==> src/rtl/lcd8080_pkg.sv <==
// Shared constants for the i8080-to-pixel-stream bridge: register map, reset values,
// CTRL bit positions and the RGB565 bar colour table.
package lcd8080_pkg;

  localparam logic [2:0] A_CTRL = 3'b001;
  localparam logic [2:0] A_PIX  = 3'b010;
  localparam logic [2:0] A_BL   = 3'b011;
  localparam logic [2:0] A_TEST = 3'b100;

  localparam logic [4:0] CTRL_RST = 5'b01000;
  localparam logic [4:0] PIX_RST  = 5'b00000;
  localparam logic [4:0] BL_RST   = 5'b00001;
  localparam logic [4:0] TEST_RST = 5'b00000;

  localparam int unsigned CTRL_BUS_MODE = 4;
  localparam int unsigned CTRL_AUTO     = 3;
  localparam int unsigned CTRL_PAT_INV  = 2;

  localparam int unsigned N_COLORS = 5;

  // Black, blue, green, red, white.
  function automatic logic [15:0] pat_color(input logic [2:0] idx);
    logic [15:0] c;
    c = 16'h0000;
    case (idx)
      3'd1:    c = 16'h001F;
      3'd2:    c = 16'h07E0;
      3'd3:    c = 16'hF800;
      3'd4:    c = 16'hFFFF;
      default: c = 16'h0000;
    endcase
    return c;
  endfunction

endpackage

==> src/rtl/lcd8080_sync.sv <==
// Synchroniser for the asynchronous i8080 write bus; emits a one-cycle write event
// with the RS/DATA values that were stable when the synchronised WR rose under CS.
module lcd8080_sync
  import lcd8080_pkg::*;
#(
  parameter int unsigned BUS_W       = 8,
  parameter int unsigned SYNC_STAGES = 2
) (
  input  logic             i_clk,
  input  logic             i_rst,
  input  logic             i_cs_n,
  input  logic             i_rs,
  input  logic             i_wr,
  input  logic [BUS_W-1:0] i_data,
  output logic             o_evt,
  output logic             o_rs,
  output logic [BUS_W-1:0] o_data
);

  localparam int unsigned SW = BUS_W + 3;
  // Idle bus: CS and WR high, so leaving reset never fakes a WR edge.
  localparam logic [SW-1:0] SYNC_RST = {1'b1, 1'b0, 1'b1, {BUS_W{1'b0}}};

  logic [SW-1:0]    r_sync [SYNC_STAGES];
  logic             r_wr_d;
  logic             r_evt;
  logic             r_rs;
  logic [BUS_W-1:0] r_data;

  logic [SW-1:0]    w_in;
  logic [SW-1:0]    w_last;
  logic             w_cs_s;
  logic             w_rs_s;
  logic             w_wr_s;
  logic [BUS_W-1:0] w_data_s;

  assign w_in     = {i_cs_n, i_rs, i_wr, i_data};
  assign w_last   = r_sync[SYNC_STAGES-1];
  assign w_cs_s   = w_last[BUS_W+2];
  assign w_rs_s   = w_last[BUS_W+1];
  assign w_wr_s   = w_last[BUS_W];
  assign w_data_s = w_last[BUS_W-1:0];

  always_ff @(posedge i_clk) begin
    if (i_rst) begin
      for (int i = 0; i < int'(SYNC_STAGES); i++) r_sync[i] <= SYNC_RST;
      r_wr_d <= 1'b1;
      r_evt  <= 1'b0;
      r_rs   <= 1'b0;
      r_data <= '0;
    end else begin
      r_sync[0] <= w_in;
      for (int i = 1; i < int'(SYNC_STAGES); i++) r_sync[i] <= r_sync[i-1];
      r_wr_d <= w_wr_s;
      r_evt  <= w_wr_s & ~r_wr_d & ~w_cs_s;
      r_rs   <= w_rs_s;
      r_data <= w_data_s;
    end
  end

  assign o_evt  = r_evt;
  assign o_rs   = r_rs;
  assign o_data = r_data;

endmodule

==> src/rtl/lcd8080_bridge.sv <==
// i8080 write bus to valid/ready pixel stream, with bar test-pattern generator.
// Optional LCD8080_PIXCNT_EN adds PIX_CNT, the accepted-pixel count per frame.
module lcd8080_bridge
  import lcd8080_pkg::*;
#(
  parameter int unsigned BUS_W       = 8,
  parameter int unsigned PIX_W       = 16,
  parameter int unsigned H_ACT       = 800,
  parameter int unsigned N_BARS      = 4,
  parameter int unsigned SYNC_STAGES = 2
) (
  input  logic             CLK,
  input  logic             RST,
  input  logic             HSYNC,
  input  logic             VSYNC,
  input  logic             J80_CS,
  input  logic             J80_RS,
  input  logic             J80_WR,
  input  logic [BUS_W-1:0] J80_DATA,
  output logic [PIX_W-1:0] PIX_DATA,
  output logic             PIX_VALID,
  input  logic             PIX_READY,
  output logic             TE,
  output logic             FRAME_EN,
  output logic             LCD_BL,
  output logic             OVF
`ifdef LCD8080_PIXCNT_EN
  ,
  output logic [23:0]      PIX_CNT
`endif
);

  localparam int unsigned BEATS  = PIX_W / BUS_W;
  localparam int unsigned BEAT_W = (BEATS > 1) ? $clog2(BEATS) : 1;
  localparam int unsigned CNT_W  = $clog2(H_ACT + 1);
  localparam int unsigned BAR_W  = H_ACT / N_BARS;

  logic [4:0]       r_ctrl, r_pix, r_bl, r_test;
  logic [PIX_W-1:0] r_pack;
  logic [BEAT_W-1:0] r_beat;
  logic [CNT_W-1:0] r_cnt;
  logic             r_valid;
  logic [PIX_W-1:0] r_pdata;
  logic             r_ovf;
  logic             r_te, r_frame_en, r_lcd_bl;

  logic             w_evt, w_rs;
  logic [BUS_W-1:0] w_data;
  logic             w_reg_wr, w_pix_evt, w_last_beat, w_mode_sw, w_sync;
  logic [2:0]       w_addr;
  logic [4:0]       w_val;
  logic [PIX_W-1:0] w_pack_nxt;
  logic             w_bus_new, w_pat_new, w_new;
  logic [PIX_W-1:0] w_pat_color, w_new_data;
  logic             w_unused;

  lcd8080_sync #(
    .BUS_W      (BUS_W),
    .SYNC_STAGES(SYNC_STAGES)
  ) u_sync (
    .i_clk (CLK),
    .i_rst (RST),
    .i_cs_n(J80_CS),
    .i_rs  (J80_RS),
    .i_wr  (J80_WR),
    .i_data(J80_DATA),
    .o_evt (w_evt),
    .o_rs  (w_rs),
    .o_data(w_data)
  );

  assign w_reg_wr    = w_evt & w_rs;
  assign w_addr      = w_data[BUS_W-1 -: 3];
  assign w_val       = w_data[4:0];
  assign w_pix_evt   = w_evt & ~w_rs & r_ctrl[CTRL_BUS_MODE];
  assign w_last_beat = (r_beat == BEAT_W'(BEATS - 1));
  assign w_mode_sw   = w_reg_wr && (w_addr == A_CTRL) &&
                       (w_val[CTRL_BUS_MODE] != r_ctrl[CTRL_BUS_MODE]);
  assign w_sync      = HSYNC | VSYNC;

  if (BEATS == 1) begin : g_single
    assign w_pack_nxt = PIX_W'(w_data);
  end else begin : g_multi
    assign w_pack_nxt = {r_pack[PIX_W-BUS_W-1:0], w_data};
  end

  assign w_bus_new = w_pix_evt & w_last_beat;
  assign w_pat_new = ~r_ctrl[CTRL_BUS_MODE] & ~w_sync & ~w_mode_sw &
                     (r_cnt < CNT_W'(H_ACT)) & (~r_valid | PIX_READY);
  assign w_new      = w_bus_new | w_pat_new;
  assign w_new_data = w_bus_new ? w_pack_nxt : w_pat_color;

  // Bar colour for the current line position, or the solid TEST colour.
  always_comb begin
    int unsigned bar;
    w_pat_color = '0;
    bar = 32'(r_cnt) / BAR_W;
    if (r_test[3:0] != 4'd0)
      w_pat_color = PIX_W'(pat_color(3'(32'(r_test[2:0]) % N_COLORS)));
    else
      w_pat_color = PIX_W'(pat_color(3'(bar % N_COLORS))) ^ {PIX_W{r_ctrl[CTRL_PAT_INV]}};
  end

  always_ff @(posedge CLK) begin
    if (RST) begin
      r_ctrl     <= CTRL_RST;
      r_pix      <= PIX_RST;
      r_bl       <= BL_RST;
      r_test     <= TEST_RST;
      r_pack     <= '0;
      r_beat     <= '0;
      r_cnt      <= '0;
      r_valid    <= 1'b0;
      r_pdata    <= '0;
      r_ovf      <= 1'b0;
      r_te       <= 1'b0;
      r_frame_en <= 1'b1;
      r_lcd_bl   <= 1'b1;
    end else begin
      if (w_reg_wr) begin
        case (w_addr)
          A_CTRL:  r_ctrl <= w_val;
          A_PIX:   r_pix  <= w_val;
          A_BL:    r_bl   <= w_val;
          A_TEST:  r_test <= w_val;
          default: ;
        endcase
      end

      if (w_reg_wr) begin
        r_beat <= '0;
      end else if (w_pix_evt) begin
        r_pack <= w_pack_nxt;
        r_beat <= w_last_beat ? '0 : r_beat + BEAT_W'(1);
      end

      if (w_mode_sw || w_sync) r_cnt <= '0;
      else if (w_pat_new)      r_cnt <= r_cnt + CNT_W'(1);

      // A held, unaccepted pixel wins; a pixel completing behind it is lost.
      if (r_valid && !PIX_READY) begin
        if (w_new) r_ovf <= 1'b1;
      end else begin
        r_valid <= w_new;
        if (w_new) r_pdata <= w_new_data;
      end
      if (w_reg_wr && (w_addr == A_TEST) && w_val[4]) r_ovf <= 1'b0;

      r_lcd_bl   <= r_bl[0];
      r_frame_en <= r_ctrl[CTRL_AUTO] | r_pix[0];
      r_te       <= r_ctrl[CTRL_AUTO] ? (HSYNC | VSYNC) : (HSYNC & ~VSYNC);
    end
  end

  assign PIX_DATA  = r_pdata;
  assign PIX_VALID = r_valid;
  assign OVF       = r_ovf;
  assign TE        = r_te;
  assign FRAME_EN  = r_frame_en;
  assign LCD_BL    = r_lcd_bl;

`ifdef LCD8080_PIXCNT_EN
  logic        r_vs_d;
  logic [23:0] r_run, r_pix_cnt;
  logic        w_acc;

  assign w_acc = r_valid & PIX_READY;

  always_ff @(posedge CLK) begin
    if (RST) begin
      r_vs_d    <= 1'b0;
      r_run     <= '0;
      r_pix_cnt <= '0;
    end else begin
      r_vs_d <= VSYNC;
      if (VSYNC && !r_vs_d) begin
        r_pix_cnt <= r_run;
        r_run     <= 24'(w_acc);
      end else if (w_acc) begin
        r_run <= r_run + 24'd1;
      end
    end
  end

  assign PIX_CNT = r_pix_cnt;
`endif

  assign w_unused = ^{r_ctrl[1:0], r_pix[4:1], r_bl[4:1], r_test[4], w_data};

endmodule

==> config.mk <==
export PLATFORM = sky130hd
export DESIGN_NAME = lcd8080_bridge
export DESIGN_NICKNAME = d
export VERILOG_FILES = /design/src/rtl/lcd8080_pkg.sv /design/src/rtl/lcd8080_sync.sv /design/src/rtl/lcd8080_bridge.sv
export SDC_FILE = /design/constraint.sdc
export NUM_CORES = 1
export LEC_CHECK = 0
export BUFFER_PORTS_ARGS = -buffer_cell sky130_fd_sc_hd__buf_2
export CELL_PAD_IN_SITES_DETAIL_PLACEMENT = 0
export CELL_PAD_IN_SITES_GLOBAL_PLACEMENT = 2
export CORE_MARGIN = 5
export CORE_UTILIZATION = 33
export CTS_CLUSTER_DIAMETER = 60
export CTS_CLUSTER_SIZE = 30
export DETAILED_ROUTE_END_ITERATION = 12
export PLACE_DENSITY_LB_ADDON = 0.3
export RECOVER_POWER = 50
export SYNTH_ARGS = -nofsm -noshare
export SYNTH_HDL_FRONTEND = slang
export SYNTH_SLANG_ARGS = --single-unit
export TNS_END_PERCENT = 50
==> constraint.sdc <==
create_clock -name CLK -period 3.4 [get_ports CLK]
set_input_delay 0.34 -clock CLK [delete_from_list [all_inputs] [get_ports CLK]]
set_output_delay 0.34 -clock CLK [all_outputs]
set_load 0.1 [all_outputs]
; Yosys cells after proc, flatten, opt, wreduce, memory -nomap -nowiden
; Memory sizes are Yosys's and may differ from the RTL's.
; Index checks and enable logic that the tools add are counted.
[totals]
ff_bits = 62
ramBits = 22
inputBits = 16
out_inout_bits = 21
word_cells = 95
n_memories = 1
[classes]
addsub = 2
div = 3
order_cmp = 1
eq_ne = 13
muxes = 12
bitwise_logic = 28
n_reduce_logical = 18
[memory_table]
columns = name, depth, word_bits, read_ports, rd_clocked_by_memory_dff, write_ports, line
row1 = u_sync.r_sync, 2, 11, 2, 0, 2, lcd8080_sync.sv:24  ; logic [SW-1:0] r_sync [SYNC_STAGES];
[ops]
columns = cell, count
row1 = $pmux 16 s4, 2
row2 = $mux 16, 3
row3 = $div 10x8->32 const B, 1
row4 = $mod 3x3->32 const B, 1
row5 = $mod 32x3->32 const B, 1
row6 = $mux 11, 2
row7 = $eq 3x2->1 const B, 6
row8 = $xor 16x16->16, 1
row9 = $reduce_and 2->1, 7
row10 = $and 1x1->1, 11
row11 = $add 10x1->10 const B, 1
row12 = $lt 10x10->1 const B, 1
row13 = $not 1->1, 10
row14 = $eq 3x1->1 const B, 3
row15 = $eq 3x3->1 const B, 3
row16 = $or 1x1->1, 6
row17 = $reduce_or 2->1, 3
row18 = $logic_and 1x1->1, 5
row19 = $mux 1, 5
row20 = $reduce_bool 4->1, 1
row21 = $add 1x1->1 const B, 1
row22 = $logic_not 1->1, 1
row23 = $logic_or 1x1->1, 1
row24 = $ne 1x1->1, 1

; Depth between registers and ports, before layout
[depth]
depth_word = 9
mapped_depth = 19
ltp_nobuf = 18

; Hierarchy
; From an unflattened synthesis, not the netlist that was laid out.
[hier_totals]
cells_unflattened = 397
area_unflattened_um2 = 3661.0
[modules_own_cells]
columns = mod, n_inst, cells_each, area_each_um2, seq_area_each_um2
row1 = lcd8080_bridge, 1, 328, 2751.4, 980.9
row2 = lcd8080_sync, 1, 69, 909.6, 660.6

; Worst setup path before layout
; OpenSTA, ideal clock, no wires.
[synth_timing]
path_type = register to register
from = register r_cnt[6]
to = register r_pdata[4], in the netlist PIX_DATA[4]
setup_time_ns = 0.131
arrival_ns = 3.602
required_ns = 3.269
slack_ns = -0.333
stages_incl_launch_ff = 20
n_path_buf = 1
synth_period_minus_slack_ns = 3.733
cell_sequence = dfxtp_1 -> buf_4 -> nor3_2 -> and2b_2 -> ha_1 -> or2b_1 -> o21ai_1 -> mux2i_1 -> nor2_1 -> nor2_1 -> inv_2 -> ha_1 -> inv_1 -> ha_1 -> a21oi_2 -> and3_1 -> o211ai_1 -> a21oi_1 -> a2111oi_4 -> a21oi_1
[synth_between]
elab_chain_cells = 8
word_cells_on_any_way = 16
classes_between = div (2) / order compare (1) / eq/ne (4) / mux (4) / bitwise (4) / reduce/logical (1)
[synth_rtl]
columns = item, line
row1 = from (decl), lcd8080_bridge.sv:41  ; logic [CNT_W-1:0] r_cnt;
row2 = from (signal assigned), lcd8080_bridge.sv:138  ; else if (w_pat_new) r_cnt <= r_cnt + CNT_W'(1);
row3 = $div 10x8->32, lcd8080_bridge.sv:97  ; bar = 32'(r_cnt) / BAR_W;
row4 = $mod 32x3->32, lcd8080_bridge.sv:101  ; w_pat_color = PIX_W'(pat_color(3'(bar % N_COLORS))) ^ {PIX_W{r_ctrl[CTRL_PAT_INV]}};
row5 = $eq 3x3->1 (tied with other cells), lcd8080_pkg.sv:25  ; case (idx)
row6 = $pmux 16 s4, lcd8080_pkg.sv:25
row7 = $mux 16, lcd8080_bridge.sv:98  ; if (r_test[3:0] != 4'd0)
row8 = $xor 16x16->16, lcd8080_bridge.sv:101
row9 = $mux 16, lcd8080_bridge.sv:98
row10 = $mux 16, lcd8080_bridge.sv:91  ; assign w_new_data = w_bus_new ? w_pack_nxt : w_pat_color;
row11 = to (signal assigned), lcd8080_bridge.sv:145  ; if (w_new) r_pdata <= w_new_data;
row12 = to (decl), lcd8080_bridge.sv:43  ; logic [PIX_W-1:0] r_pdata;
; Parallel ways exist; a longest one is shown, timed or not. The select of a mux whose other input is x is not followed.
; A chain may end at the register's enable or synchronous reset.

; Worst setup path in the final report
; Ends and elaborated chain as after synthesis.

==> summary.md <==
| Metric | Value |
|---|---|
| Status | `finished, violations left` |
| Violated checks | `negative setup slack` |
| Commonest cells after routing, fill and taps aside | `79 x dfxtp_1, 43 x nand2_1, 36 x buf_2` |
| Hold path depth | `2` |
| Max transition margin | `0.171` |
| Number of synthesized flops with an enable pin | `0` |
| Num CTS Buffers | `9` |
| Proportion of synthesized flip-flops having asynchronous set or reset | `0` |
| Sum of routed wire length over all layers | `8.91 mm` |
| Hold Buf Count CTS | `0` |
| Count of endpoints failing setup in the final report | `5` |
| Remaining number of nets flagged by the antenna check after routing | `0` |
| Gr ovfl total | `0` |
| Critical path, cell by cell | `nor3_4 -> and2b_2 -> ha_4 -> or2b_1 -> o21ai_2 -> mux2i_2 -> nor2_2 -> nor2_2 -> inv_2 -> ha_4 -> inv_2 -> ha_4 -> a21oi_4 -> and3_4 -> or3_4 -> a21oi_4 -> a2111oi_4 -> buf_4 -> a21oi_1` |
| HPWL reported at the end of detailed placement | `6.28 mm` |
| Category of the worst setup path launch point | `register` |
| Hold violation count in the final report | `0` |
| Avg Inst Size Synth | `9.04 um2` |
| Critical Path Fanout Max | `5` |
| Launch instance of the worst min-delay path | `J80_WR` |
| Cell variety after synth | `61` |
| Average wire per cell in the routed design | `14.5 um` |
| Number of diodes added for antenna fixing | `0` |
| Post-synthesis cell count | `412` |
| Largest net degree at the start of global routing | `43` |
| Post-route design area | `4690 um2` |
| Clk Latency, worst-skew pair | `0.33 ns` |
| Standard-cell rows | `38` |
| Final period util | `1.01` |
| H-tree levels | `3` |
| Proportion of layout cells with a drive suffix above 1 | `0.282` |
| Proportion of synthesized chip area in sequential cells | `0.441` |
| Cell leakage power | `1.77 nW` |
| Number of max-slew violations in the final report | `0` |
| Number of top-level design ports | `37` |
| DRT Pass-1 Iters | `4` |
| Die area | `13500 um2` |
| Critical path buffers and inverters | `3` |
| Total number of yosys warnings | `0` |
| DP Worst Slack | `-0.0949 ns` |
| Cell type with the highest occurrence count on the critical path | `ha_4` |
| Area growth from synthesis to final layout | `26.1%` |
| Global-route wire length before repair | `~15 mm` |
| Critical path required time | `3.67 ns` |
| Hold Crit Class | `primary input to register` |
| RSZ-0062 raised after global routing | `yes` |
| Peak Freq | `291 MHz` |
| Post-DP Area | `4210 um2` |
| Fin crit period | `3.43 ns` |
| Cell with the biggest individual delay on the critical path | `or3_4` |
| Via density per instance | `4.96` |
| Clock Sink Count | `82` |
| Maximum clock skew at final layout | `0.00424 ns` |
| Startpoint of the worst-slack reg-to-reg timing path | `r_cnt[6]` |
| Commonest non-fill, non-tap cell in the layout | `dfxtp_1` |
| Die outline width | `about 120 um` |
| Fin cells | `615` |
| Number of port buffers | `36` |
| Critical Path AT | `around 3.7 ns` |
| Maximum clock insertion buffer count | `2` |
| Transition time at the pin with the least slew margin | `around 1.2 ns` |
| Hold endpoint | `u_sync.r_sync[0][8]` |
| Final weighted congestion of routability-driven global placement | `just under 0.8` |
| Fillers | `1123` |
| Clock tree from TritonCTS | `built` |
| Number of antenna violations at the first check in global routing | `0` |
| DRC violations left | `0` |
| Primary FF master, synth | `dfxtp_1` |
| Core Util, Final | `0.429` |
| GRT Resource Usage Total | `0.138` |
| Power per cell area | `~470 nW/um2` |
| Worst Setup End Kind | `register` |
| Clock-pin slew on the worst setup and hold paths | `0.06 ns` |
| Setup slack of the critical path after layout | `-0.0332 ns` |
| Overall Power | `between 2 and 2.5 mW` |
| Total number of vias | `3049` |
| Count of placed standard cells including taps | `586` |
| R2R Path End | `PIX_DATA[4]` |
| MaxCap Viol Count | `0` |
| IR drop worst, VDD | `about 0.25 mV` |
| Minimum setup slack among reg-to-reg paths | `-0.03 ns` |
| Clock tree root buffer cell | `clkbuf_16` |
| Number of cells on the worst reg-to-reg path | `19` |
| Core box area | `10900 um2` |
| Final net count | `494` |
| Post-synthesis register bit count | `82` |
| Initial standard-cell utilization of the core | `0.341` |
| Die extent in y | `around 120 um` |
| Classification of the worst setup path | `register to register` |
| Initial drt markers | `160` |
| Largest stage delay on the critical path | `0.34 ns` |
| Mapped Nets | `roughly 440` |
| Via count of the first global-routing pass | `just under 3000` |
| Cell Area, Synth | `3720 um2` |
| Cell family with most CP delay | `simple AND/OR/NAND/NOR gates` |
how the worst max path moves through the flow:
stage,from,end,slack [ns],depth (start not counted)
floorplan,r_cnt[5],PIX_DATA[10],-0.06,18
global placement,r_cnt[5],PIX_DATA[3],-0.07,17
detailed placement,r_cnt[5],PIX_DATA[4],-0.09,17
CTS,r_cnt[6],PIX_DATA[4],-0.02,19
finish,r_cnt[6],PIX_DATA[4],-0.03,19
global route,r_cnt[6],PIX_DATA[4],-0.23,19
logic make-up after synthesis:
kind of cell	share of synthesized area
flip-flops	0.441
adder cells (fa/ha/maj)	0.0269
XOR/XNOR	0.0188
buffers and inverters	0.0333
multiplexers	0.0242
AO/OA/AOI/OAI	0.182
AND/OR/NAND/NOR	0.274
final cells by class:
type	count	area, um2	area share
sequential	82	1650	0.351
inverter	11	41.3	0.00880
clock buffer	11	253	0.0538
clock inverter	5	83.8	0.0179
timing repair buffer	63	383	0.0816
tap	140	175	0.0373
multi-input combinational	303	2110	0.450
repair_timing:
item	4_1_cts	5_1_grt
endpoints found under the hold margin	0	0
setup endpoints to repair	16	16
gates cloned	0	1
pin swaps	10	2
setup buffers	11	2
resized for setup	5	7
cell usage after synthesis, types with 4 or more instances:
| cell | instances | area, um2 |
|---|---|---|
| a211oi_1 | 7 | 52.6 |
| a21oi_1 | 28 | 140 |
| and2_1 | 5 | 31.3 |
| and3_1 | 13 | 81.3 |
| clkbuf_1 | 13 | 48.8 |
| dfxtp_1 | 82 | 1640 |
| ha_1 | 8 | 100 |
| inv_1 | 9 | 33.8 |
| mux2i_1 | 9 | 90.1 |
| nand2_1 | 43 | 161 |
| nand2b_1 | 4 | 25.0 |
| nand3b_1 | 9 | 67.6 |
| nor2_1 | 33 | 124 |
| nor2b_1 | 29 | 181 |
| nor3_1 | 6 | 30.0 |
| o2111ai_1 | 7 | 61.3 |
| o211ai_1 | 6 | 45.0 |
| o21ai_0 | 17 | 85.1 |
| or2_2 | 7 | 43.8 |
| or3_1 | 10 | 62.6 |
| xor2_1 | 6 | 52.6 |
sequential cells by signal (all words and copies together) (netlist names):
name / cells
FRAME_EN: 1
LCD_BL: 1
OVF: 1
PIX_DATA: 16
PIX_VALID: 1
TE: 1
r_beat: 1
r_bl: 1
r_cnt: 10
r_ctrl: 3
r_pack: 8
r_pix: 1
r_test: 4
u_sync.o_data: 8
u_sync.o_evt: 1
u_sync.o_rs: 1
u_sync.r_sync: 22
u_sync.r_wr_d: 1
where the power goes:
| group | internal [mW] | switching [mW] | total (mW) |
|---|---|---|---|
| combinational | 0.0382 | 0.112 | 0.150 |
| clock | 0.687 | 0.388 | 1.08 |
| sequential | 0.985 | 0.0118 | 0.997 |
| total | 1.71 | 0.512 | 2.22 |
per-stage QoR:
stage	TNS, ns	hold slack, ns
3_5_place_dp	-1.15	0.382
5_1_grt	-2.89	0.193
6_report	-0.0727	0.185
3_3_place_gp	-0.444	0.380
2_1_floorplan	-0.633	0.374
4_1_cts	-0.0457	0.173
routing by layer:
metal,wire length (um),vias to the layer above,track usage,part of all wire
li1,-,1571,-,-
met1,4270,1423,0.186,0.48
met2,4160,44,0.217,0.47
met3,323,11,0.0233,0.036
met4,158,0,0.0603,0.018
met5,0,-,0,0
Power figures use the tool's default switching activity.
